**config.mk**
```make
export PLATFORM = sky130hd
export DESIGN_NAME = fetch_sequencer
export DESIGN_NICKNAME = d
export VERILOG_FILES = /design/src/rtl/cpu_defs_pkg.sv /design/src/rtl/fetch_sequencer_pc_reg.sv /design/src/rtl/fetch_sequencer.sv
export SDC_FILE = /design/constraint.sdc
export NUM_CORES = 1
export LEC_CHECK = 0
export CORE_AREA = 4 4 119 149
export DETAILED_ROUTE_END_ITERATION = 10
export DIE_AREA = 0 0 123 153
export GPL_TIMING_DRIVEN = 1
export PLACE_DENSITY = 0.75
export SETUP_SLACK_MARGIN = 0.2
export SKIP_CTS_REPAIR_TIMING = 1
export SYNTH_ARGS = -nofsm -noshare
export SYNTH_HDL_FRONTEND = slang
export SYNTH_SLANG_ARGS = --single-unit
```
**constraint.sdc**
```tcl
create_clock -name clk -period 2.25 [get_ports clk]
set_clock_uncertainty 0.1 [all_clocks]
set_input_delay 0.45 -clock clk [delete_from_list [all_inputs] [get_ports clk]]
set_output_delay 0.45 -clock clk [all_outputs]
set_load 0.02 [all_outputs]
```
**src/rtl/cpu_defs_pkg.sv**
```systemverilog
// Shared CPU definitions: reset vector, NOP encoding, fetch FSM states and
// the fetch-address legality helper used by fetch logic and its bench.
package cpu_defs;

  localparam logic [31:0] DEF_RESET_PC = 32'h0000_3000;
  localparam logic [31:0] NOP          = 32'h0000_0000;

  typedef enum logic [1:0] {
    FS_BOOT = 2'd0,
    FS_RUN  = 2'd1,
    FS_HALT = 2'd2
  } fetch_state_t;

  // A fetch address is legal when word aligned and inside [first, last].
  function automatic logic fetch_addr_ok(input logic [31:0] addr,
                                         input logic [31:0] first,
                                         input logic [31:0] last);
    return (addr[1:0] == 2'b00) && (addr >= first) && (addr <= last);
  endfunction

endpackage

```
**src/rtl/fetch_sequencer_pc_reg.sv**
```systemverilog
// Program counter, one-entry pending-redirect buffer and next-PC selection.
module fetch_pc_reg
  import cpu_defs::*;
#(
  parameter logic [31:0] RESET_PC = DEF_RESET_PC
) (
  input  logic        clk,
  input  logic        reset,
  input  logic        advance,
  input  logic        capture,
  input  logic        redirect_valid,
  input  logic [31:0] redirect_pc,
  output logic [31:0] pc
);

  logic        pend_valid;
  logic [31:0] pend_pc;
  logic [31:0] pc_next;

  // Next fetch address: live redirect beats buffered one, otherwise sequential.
  always_comb begin
    pc_next = pc + 32'd4;
    if (redirect_valid) begin
      pc_next = redirect_pc;
    end else if (pend_valid) begin
      pc_next = pend_pc;
    end
  end

  // PC and pending-redirect registers; the buffer drains whenever the PC moves.
  always_ff @(posedge clk or negedge reset) begin
    if (!reset) begin
      pc         <= RESET_PC;
      pend_valid <= 1'b0;
      pend_pc    <= 32'h0;
    end else if (advance) begin
      pc         <= pc_next;
      pend_valid <= 1'b0;
    end else if (capture) begin
      pend_valid <= 1'b1;
      pend_pc    <= redirect_pc;
    end
  end

endmodule

```
**src/rtl/fetch_sequencer.sv**
```systemverilog
// Instruction-fetch controller: boot/run/halt FSM, IF/ID register, fault
// detection and fetched-instruction counter around the PC sub-block.
//
//   state   | meaning
//   --------+------------------------------------------------------------
//   FS_BOOT | one cycle after reset, nothing loaded into IF/ID
//   FS_RUN  | fetching; stall holds, redirects applied or buffered
//   FS_HALT | illegal fetch address seen; frozen until reset
module fetch_sequencer
  import cpu_defs::*;
#(
  parameter logic [31:0] RESET_PC = DEF_RESET_PC,
  parameter int          IM_WORDS = 1024
) (
  input  logic        clk,
  input  logic        reset,
  input  logic        stall,
  input  logic        redirect_valid,
  input  logic [31:0] redirect_pc,
  input  logic [31:0] im_instr,
  output logic [31:0] pc,
  output logic [31:0] if_id_instr,
  output logic [31:0] if_id_pc,
  output logic        if_id_valid,
  output logic        fetch_fault,
  output logic [31:0] fetch_count
);

  localparam logic [31:0] PC_LAST = RESET_PC + 32'(4 * IM_WORDS) - 32'd4;

  fetch_state_t state, state_next;
  logic         addr_bad;
  logic         pc_advance;
  logic         pend_capture;
  logic         load_fetch;
  logic         load_fault;

  fetch_pc_reg #(
    .RESET_PC(RESET_PC)
  ) u_pc_reg (
    .clk           (clk),
    .reset         (reset),
    .advance       (pc_advance),
    .capture       (pend_capture),
    .redirect_valid(redirect_valid),
    .redirect_pc   (redirect_pc),
    .pc            (pc)
  );

  // A wrapped pc + 4 lands below RESET_PC, so it is caught by the range test.
  assign addr_bad = !fetch_addr_ok(pc, RESET_PC, PC_LAST);

  // State register.
  always_ff @(posedge clk or negedge reset) begin
    if (!reset) begin
      state <= FS_BOOT;
    end else begin
      state <= state_next;
    end
  end

  // Next-state and per-cycle control strobes.
  always_comb begin
    state_next   = state;
    pc_advance   = 1'b0;
    pend_capture = 1'b0;
    load_fetch   = 1'b0;
    load_fault   = 1'b0;
    case (state)
      FS_BOOT: begin
        state_next = FS_RUN;
      end
      FS_RUN: begin
        if (stall) begin
          pend_capture = redirect_valid;
        end else if (addr_bad) begin
          load_fault = 1'b1;
          state_next = FS_HALT;
        end else begin
          load_fetch = 1'b1;
          pc_advance = 1'b1;
        end
      end
      FS_HALT: begin
        state_next = FS_HALT;
      end
      default: begin
        state_next = FS_HALT;
      end
    endcase
  end

  // IF/ID register; a fault or halt inserts bubbles and keeps the last pc.
  always_ff @(posedge clk or negedge reset) begin
    if (!reset) begin
      if_id_instr <= NOP;
      if_id_pc    <= RESET_PC;
      if_id_valid <= 1'b0;
    end else if (load_fetch) begin
      if_id_instr <= im_instr;
      if_id_pc    <= pc;
      if_id_valid <= 1'b1;
    end else if (load_fault || (state == FS_HALT)) begin
      if_id_instr <= NOP;
      if_id_valid <= 1'b0;
    end
  end

  // Sticky fault flag and fetched-instruction counter.
  always_ff @(posedge clk or negedge reset) begin
    if (!reset) begin
      fetch_fault <= 1'b0;
      fetch_count <= 32'h0;
    end else begin
      if (load_fault) begin
        fetch_fault <= 1'b1;
      end
      if (load_fetch) begin
        fetch_count <= fetch_count + 32'd1;
      end
    end
  end

endmodule

```
==> results, run 1 <==
- The flow ran to the end, but the final reports show violations.
- The checks that failed: setup timing.
- The total die area is 0.0188 sq mm.
- Counting flops with a built-in enable in the synthesized netlist gives 0.
- Setup slack on the critical path of the routed design comes to -0.267 ns.
- The fraction of final layout cells sized beyond drive strength 1 is 21.4%.
- Counting cells, the worst reg-to-reg path comes to 6.
- Detailed placement ended at an HPWL of 13800 um.
- In this run the register-to-register setup slack is -0.27 ns.
- The total power per unit cell area is 643 mW/mm^2.
- The final critical path takes up 112% of the cycle.
- Leaving out filler cells and counting taps, the final layout contains 1061.
- The worst register-to-register path begins at u_pc_reg.pc[31].
- Compared with the post-synthesis result, the final layout area differs by 53.1%.
- Setup repair after global routing could not meet its margin everywhere.
- The worst max-slew margin expressed relative to the limit is 53.6%.
- The clock-pin slew reported for the worst setup and hold paths after clock tree synthesis is 0.06 ns.
- The most common cell in the synthesized netlist is sky130_fd_sc_hd__dfrtp_1.
- The launch point of the worst hold path is fetch_fault.
- Walking the worst path, the cells encountered are or4_4 -> or4_4 -> or3_4 -> buf_6 -> nor4b_4 -> xor2_1.
- The endpoint identified for the worst register-to-register timing path is fetch_count[27].
- Along the worst path, the maximum fanout reaches 6.
- The nature of the critical path startpoint is a flop.
- The number of placed I/O pins is 198.
- The final wirelength is 20200 um.
- Among cell families on the critical path, the largest total delay comes from simple AND/OR/NAND/NOR gates.
- The setup violation total in the final timing report is 12.
- The achievable frequency is 397 MHz.
- The mean area per synthesized cell is 11.6 sq um.
- The biggest area contributor in the post-synthesis netlist is sky130_fd_sc_hd__dfrtp_1.
- After synthesis, the share of flip-flops with an asynchronous set or reset is 100%.
- The cell count after placement is 1024.
- The first global-routing pass estimated 30800 um of wire.
- The tightest hold margin is 0.355 ns.
- The initial core utilization is 42.7%.
- In this run the tool buffered the top-level ports with 197 buffer cells.
- The share of synthesized area in the top cell type comes to 58.2%.
- The maximum buffer depth of the clock tree is 2.
- STA classifies the critical path endpoint as a flop.
- The total routing usage reported by global routing is 20.7%.
- The count of max-cap constraint violations is 0.
- The total congestion overflow is 0.
- Counting every instance in the synthesized netlist gives 595.
- The endpoint of the worst hold-timing path is fetch_fault.
- The die extent in x is 123 um.
- The clock period minus final worst setup slack is 2.52 ns.
- Across the VDD grid, the largest voltage drop is 0.416 mV.
- The routed layout has 5769 vias.
- The distinct cell type count of the synthesized netlist is 44.
- The net count after synthesis is 666.
- Clock tree synthesis selected as its root buffer the cell sky130_fd_sc_hd__clkbuf_16.
- CTS saw 165 sinks.
- The remaining number of nets flagged by the antenna check after routing is 0.
- The TritonCTS clock tree is yes.
- The commonest cells after synthesis are 161 x sky130_fd_sc_hd__dfrtp_1, 57 x sky130_fd_sc_hd__nand2_1, 33 x sky130_fd_sc_hd__a22o_1.
- The netlist area before placement is 0.00692 sq mm.
- After detailed routing, the number of remaining DRC violations is 0.
- The detailed router finished its first iteration with 416 violations.
- The total clock buffers created by CTS is 17.
- In this design, the stage delay of the slowest critical-path cell is 0.54 ns.
- By instance count, the cell type seen most on the critical path is sky130_fd_sc_hd__or4_4.
- The cell depth of the worst hold path is 1.
- The sequential share of the synthesized area is 59.7%.
- Using the TritonRoute via totals, the vias-per-cell ratio works out to 5.44.
- Yosys attributes the largest share of cell area to sky130_fd_sc_hd__dfrtp_1 58%, sky130_fd_sc_hd__mux2_2 5.2%, sky130_fd_sc_hd__a22o_1 4.2%, sky130_fd_sc_hd__nand2_1 3.1%, sky130_fd_sc_hd__xor2_1 2.8%.
- The H-tree level count is 4.
- The repair_antennas step left the layout with diodes totalling 0.
- The critical path required time is 2.49 ns.
- In this run the core area contains 52 standard-cell rows.
- The synthesized design contains 165 register bits.
- The max-slew violation count was 0.
- Measured along the y axis, the die boundary spans 153 um.
- The number of buffers and inverters on the critical path is 1.
- The later pin in the worst-skew pair is clocked with a latency of 0.43 ns.
- The final number of hold-violating endpoints is 0.
- For this design the static power due to leakage is 5.69 nW.
- The initial antenna violation count was 0.
- The core box area is 0.0162 sq mm.
- In the final design database the tool counted 904 nets.
- The final RePlAce weighted congestion is 0.856.
- The number of iterations in the first detailed-routing pass is 5.
- In this run the worst hold path is classified as reg2reg.
- The worst path arrival time is 2.76 ns.
- Entering global routing, the biggest net connects 54 pins.
- The number of global-route vias before repair is 5899.
- The critical path in this run is classified as reg2reg.
- OpenSTA, run right after detailed placement, puts the worst setup slack at -0.281 ns.
- At the pin with the least slew margin, the transition time is 0.694 ns.
- The library cell contributing the largest single delay on the critical path is sky130_fd_sc_hd__or4_4.
- The detailed-route wire length per cell is 19.1 um.
- The most used flip-flop cell after synthesis is sky130_fd_sc_hd__dfrtp_1.
- Yosys printed 0 warnings.
-- how the worst max path moves through the flow --
stage	startpoint	depth (start not counted)	slack (ns)	end
2_1_floorplan	u_pc_reg.pc[31]	6	-0.24	fetch_count[27]
3_3_place_gp	u_pc_reg.pc[31]	6	-0.24	fetch_count[27]
3_5_place_dp	u_pc_reg.pc[31]	6	-0.28	fetch_count[14]
4_1_cts	u_pc_reg.pc[31]	6	-0.30	fetch_count[14]
5_1_grt	u_pc_reg.pc[31]	6	-0.34	fetch_count[27]
6_report	u_pc_reg.pc[31]	6	-0.27	fetch_count[27]
-- sequential cells by signal (all words and copies together) (netlist names) --
register and count:
if_id_instr 32, if_id_valid 1, u_pc_reg.pend_pc 32, u_pc_reg.pend_valid 1, if_id_pc 32, state 2
fetch_fault 1, u_pc_reg.pc 32, fetch_count 32
-- per-stage QoR --
step	total power [mW]	setup TNS, ns	instance area (sq um)	util [%]
after floorplan	3.43	-1.27	7020	-
after global placement	3.72	-1.38	9570	59.1
after detailed placement	3.76	-2.25	9570	59.1
after CTS	6.88	-1.96	10200	63.0
after global routing	7.08	-2.49	10600	65.4
final	6.82	-1.52	10600	65.4
-- worst reg2reg max path: cells and delay by family (launching register included) --
kind                   cells  cell delay (ns)
flip-flops                 1             0.40
AND/OR/NAND/NOR            4             1.61
buffers and inverters      1             0.15
XOR/XNOR                   1             0.17
-- report_power, final --
part | switching [mW] | leakage (nW) | total, mW | internal, mW
combinational | 0.271 | 3.18 | 0.558 | 0.287
clock | 1.19 | 0.299 | 3.11 | 1.92
sequential | 0.0643 | 2.21 | 3.15 | 3.09
-- routing by layer --
layer  wire [um]  GRT usage (%)
met1        8010           25.8
met2       10400           34.7
met3        1290           4.77
met4         551           7.86
met5           0              0
-- logic make-up (layout without fill, tap and decap cells) --
family	Yosys count	count (layout)	synth area share, %
xor gates and xnor gates	32	32	4.05
DFF	165	165	59.7
and+or+nand+nor	196	197	15.2
buffers and inverters	49	298	2.80
adders and majority gates	3	3	0.542
muxes	35	35	5.64
AOI/OAI and AO/OA	115	115	12.0
-- final cells by class --
| type | instances | area (sq um) |
|---|---|---|
| flip-flops and latches | 165 | 4140 |
| clock inverters | 11 | 174 |
| repair buffers | 253 | 2650 |
| well taps | 216 | 270 |
| fillers | 1203 | 5600 |
| clock buffers | 20 | 457 |
| multi-input cells | 382 | 2860 |
| inverters | 14 | 52.6 |
-- cells in the final DEF, fill, tap and decap left out, types with 19 or more instances in the layout --
cell type	instances
sky130_fd_sc_hd__clkbuf_16	19
sky130_fd_sc_hd__dfrtp_1	153
sky130_fd_sc_hd__mux2_2	32
sky130_fd_sc_hd__nand2_1	56
sky130_fd_sc_hd__and2_1	22
sky130_fd_sc_hd__a22o_1	33
sky130_fd_sc_hd__xor2_1	22
sky130_fd_sc_hd__nor2_1	26
sky130_fd_sc_hd__buf_4	42
sky130_fd_sc_hd__dlymetal6s2s_1	46
sky130_fd_sc_hd__clkdlybuf4s50_1	150
(Power assumes the default switching activity.)
==> inputs of run 2 (changes only) <==
--- a/config.mk
+++ b/config.mk
@@ -5,13 +5,14 @@
 export SDC_FILE = /design/constraint.sdc
 export NUM_CORES = 1
 export LEC_CHECK = 0
-export CORE_AREA = 4 4 119 149
+export CORE_AREA = 4 4 116 146
 export DETAILED_ROUTE_END_ITERATION = 10
-export DIE_AREA = 0 0 123 153
+export DIE_AREA = 0 0 120 150
+export DONT_BUFFER_PORTS = 1
 export GPL_TIMING_DRIVEN = 1
-export PLACE_DENSITY = 0.75
 export SETUP_SLACK_MARGIN = 0.2
 export SKIP_CTS_REPAIR_TIMING = 1
+export SLEW_MARGIN = 25
 export SYNTH_ARGS = -nofsm -noshare
 export SYNTH_HDL_FRONTEND = slang
 export SYNTH_SLANG_ARGS = --single-unit
==> run 2 against run 1 <==
Compared with the run above: the run ends with hold timing, setup timing left; combinational power fell by 48%; cell count fell by 16%; utilization fell by 8.9 points; clock power fell by 2%; fmax rose by 0.66%; sequential share of layout area rose by 8.2 points; critical path depth did not move; critical path type unchanged; largest cell class unchanged; highest routed layer unchanged.
==> results, run 2 (synthesized netlist as in run 1, its figures left out) <==
- The row count is 51.
- In this run the critical register-to-register path is launched from u_pc_reg.pc[25].
- The detailed placer's ending HPWL is 12000 um.
- The die extent in x is 120 um.
- For this design the ratio of total power to cell area is 743 mW/mm^2.
- The final wirelength is 18700 um.
- Entering global routing, the biggest net connects 166 pins.
- The most critical setup path has its startpoint at u_pc_reg.pc[25].
- TritonCTS built the clock tree.
- The number of global-route vias before repair came to 5081.
- The cell count after placement is 842.
- The number of sinks on the clock net is 165.
- At the later pin of the worst-skew pair, clock insertion delay measures 0.42 ns.
- The top cell types in the final layout, fill and taps aside, are 154 x sky130_fd_sc_hd__dfrtp_1, 65 x sky130_fd_sc_hd__buf_4, 55 x sky130_fd_sc_hd__nand2_1.
- The floorplan step defined a die boundary enclosing 0.0180 sq mm.
- The number of buffer cells added on primary ports is 0.
- Clock-pin slew was measured on the worst setup and hold paths at 0.06 ns.
- The maximum buffer depth of the clock tree is 2.
- STA classifies the critical path endpoint as a flop.
- The layout net count is 737.
- The sequential cell area is 0.00414 sq mm.
- STA puts the critical path data required time at 2.49 ns.
- The fraction of final layout cells sized beyond drive strength 1 is 30.5%.
- In the routed design, unresolved DRC markers number 0.
- The tightest hold margin is -0.377 ns.
- At the pin with the least slew margin, the transition time is 0.474 ns.
- The finished layout holds 891 standard cells, fillers aside.
- Using the TritonRoute via totals, the vias-per-cell ratio works out to 5.64.
- The iteration-0 DRC count of the detailed router is 346.
- The flow ran to the end, but the final reports show violations.
- Buffers inserted during clock tree synthesis total 17.
- Timing would allow up to 400 MHz.
- The core region is 0.0155 sq mm.
- The worst setup path is launched from a flop.
- In the finished design, the share of the clock period the worst path needs comes to 111%.
- The cell leakage power is 4.29 nW.
- The setup violation total in the final timing report is 6.
- The worst max-slew margin expressed relative to the limit is 68.4%.
- The area occupied by multi-input gates is 0.00284 sq mm.
- Summing internal, switching and leakage power gives 6.52 mW.
- Summing over every cut layer, the via total after detailed routing is 5024.
- The type of the most critical hold path is in2async.
- Setup repair after global routing could not meet its margin everywhere.
- The number of iterations in the first detailed-routing pass is 6.
- Measured along the y axis, the die boundary spans 150 um.
- Of all nets on the critical path, the largest fanout is 6.
- The number of placed I/O pins is 198.
- The antenna diode count is 0.
- Once routing completed, OpenROAD measured the worst setup slack at -0.251 ns.
- The most common cell after layout, fill and taps aside is sky130_fd_sc_hd__dfrtp_1.
- The total routing usage reported by global routing is 19.2%.
- The worst path arrival time is 2.74 ns.
- The worst-case IR drop observed on VDD is 0.505 mV.
- The final sum of negative setup slack is -1.22 ns.
- The total congestion overflow is 0.
- The max-slew violation count is 0.
- In this run the remaining antenna-violating nets after routing total 0.
- The final number of hold-violating endpoints is 165.
- The number of filler cells placed in the layout is 1309.
- The root buffer selected by CTS is sky130_fd_sc_hd__clkbuf_16.
- In this run the number of H-tree levels came out at 4.
- The detailed-route wire length per cell is 21.0 um.
- The type of the setup path with the least slack is reg2reg.
- The initial antenna violation count was 0.
- The routed design could run at a clock period as short as 2.50 ns.
- The design area is 0.00876 sq mm.
- The initial core utilization is 44.6%.
- From synthesis to final layout, the design area changed by 26.6%.
- The first-pass GRT wire length is 27300 um.
- The count of max-cap constraint violations is 0.
- The placed cell area is 0.00769 sq mm.
- The final reports fail on hold timing, setup timing.
- The final RePlAce weighted congestion is 0.822.
run 2: area by class of cell:
type | instances | share of cell area [%]
repair buffers | 86 | 9.59
inverters | 14 | 0.600
flip-flops and latches | 165 | 47.3
multi-input cells | 382 | 32.4
clock inverters | 11 | 1.97
clock buffers | 21 | 5.14
well taps | 212 | 3.03
run 2: worst max-delay path: stages (launching register included):
cell and delay (ns):
sky130_fd_sc_hd__dfrtp_1 0.38, sky130_fd_sc_hd__or4_4 0.53, sky130_fd_sc_hd__or4_4 0.53, sky130_fd_sc_hd__or3_4 0.34
sky130_fd_sc_hd__buf_6 0.15, sky130_fd_sc_hd__nor4_4 0.22, sky130_fd_sc_hd__xor2_1 0.18
run 2: report_power, final:
| group | internal (mW) | switching, mW |
|---|---|---|
| Combinational | 0.148 | 0.144 |
| Sequential | 3.09 | 0.0771 |
| Clock | 1.90 | 1.16 |
| Total | 5.13 | 1.38 |
run 2: worst paths after layout:
check	slack [ns]	to	cells past startpoint
min reg2reg	0.41	u_pc_reg.pend_pc[16]	1
min in group clk	0.06	if_id_instr[15]	1
max reg2reg	-0.25	fetch_count[25]	6
max	-0.25	fetch_count[25]	6
max in group asynchronous	2.17	if_id_pc[12]	0
min	-0.38	fetch_count[16]	0
run 2: per-layer routing:
layer | routed length, um | track usage, % | up-vias | share of wire, %
met5 | 0 | 0 | - | 0
met4 | 274 | 6.59 | 0 | 1.5
met3 | 1530 | 7.45 | 22 | 8.2
met2 | 9630 | 32.0 | 182 | 52
met1 | 7240 | 22.9 | 2552 | 39
li1 | - | - | 2268 | -
run 2: metrics by stage:
| step | setup slack (ns) | util, % |
|---|---|---|
| final | -0.251 | 56.5 |
| after detailed placement | -0.301 | 49.6 |
| after global routing | -0.309 | 56.5 |
| after floorplan | -0.244 | - |
| after global placement | -0.257 | 49.6 |
| after CTS | -0.350 | 53.6 |
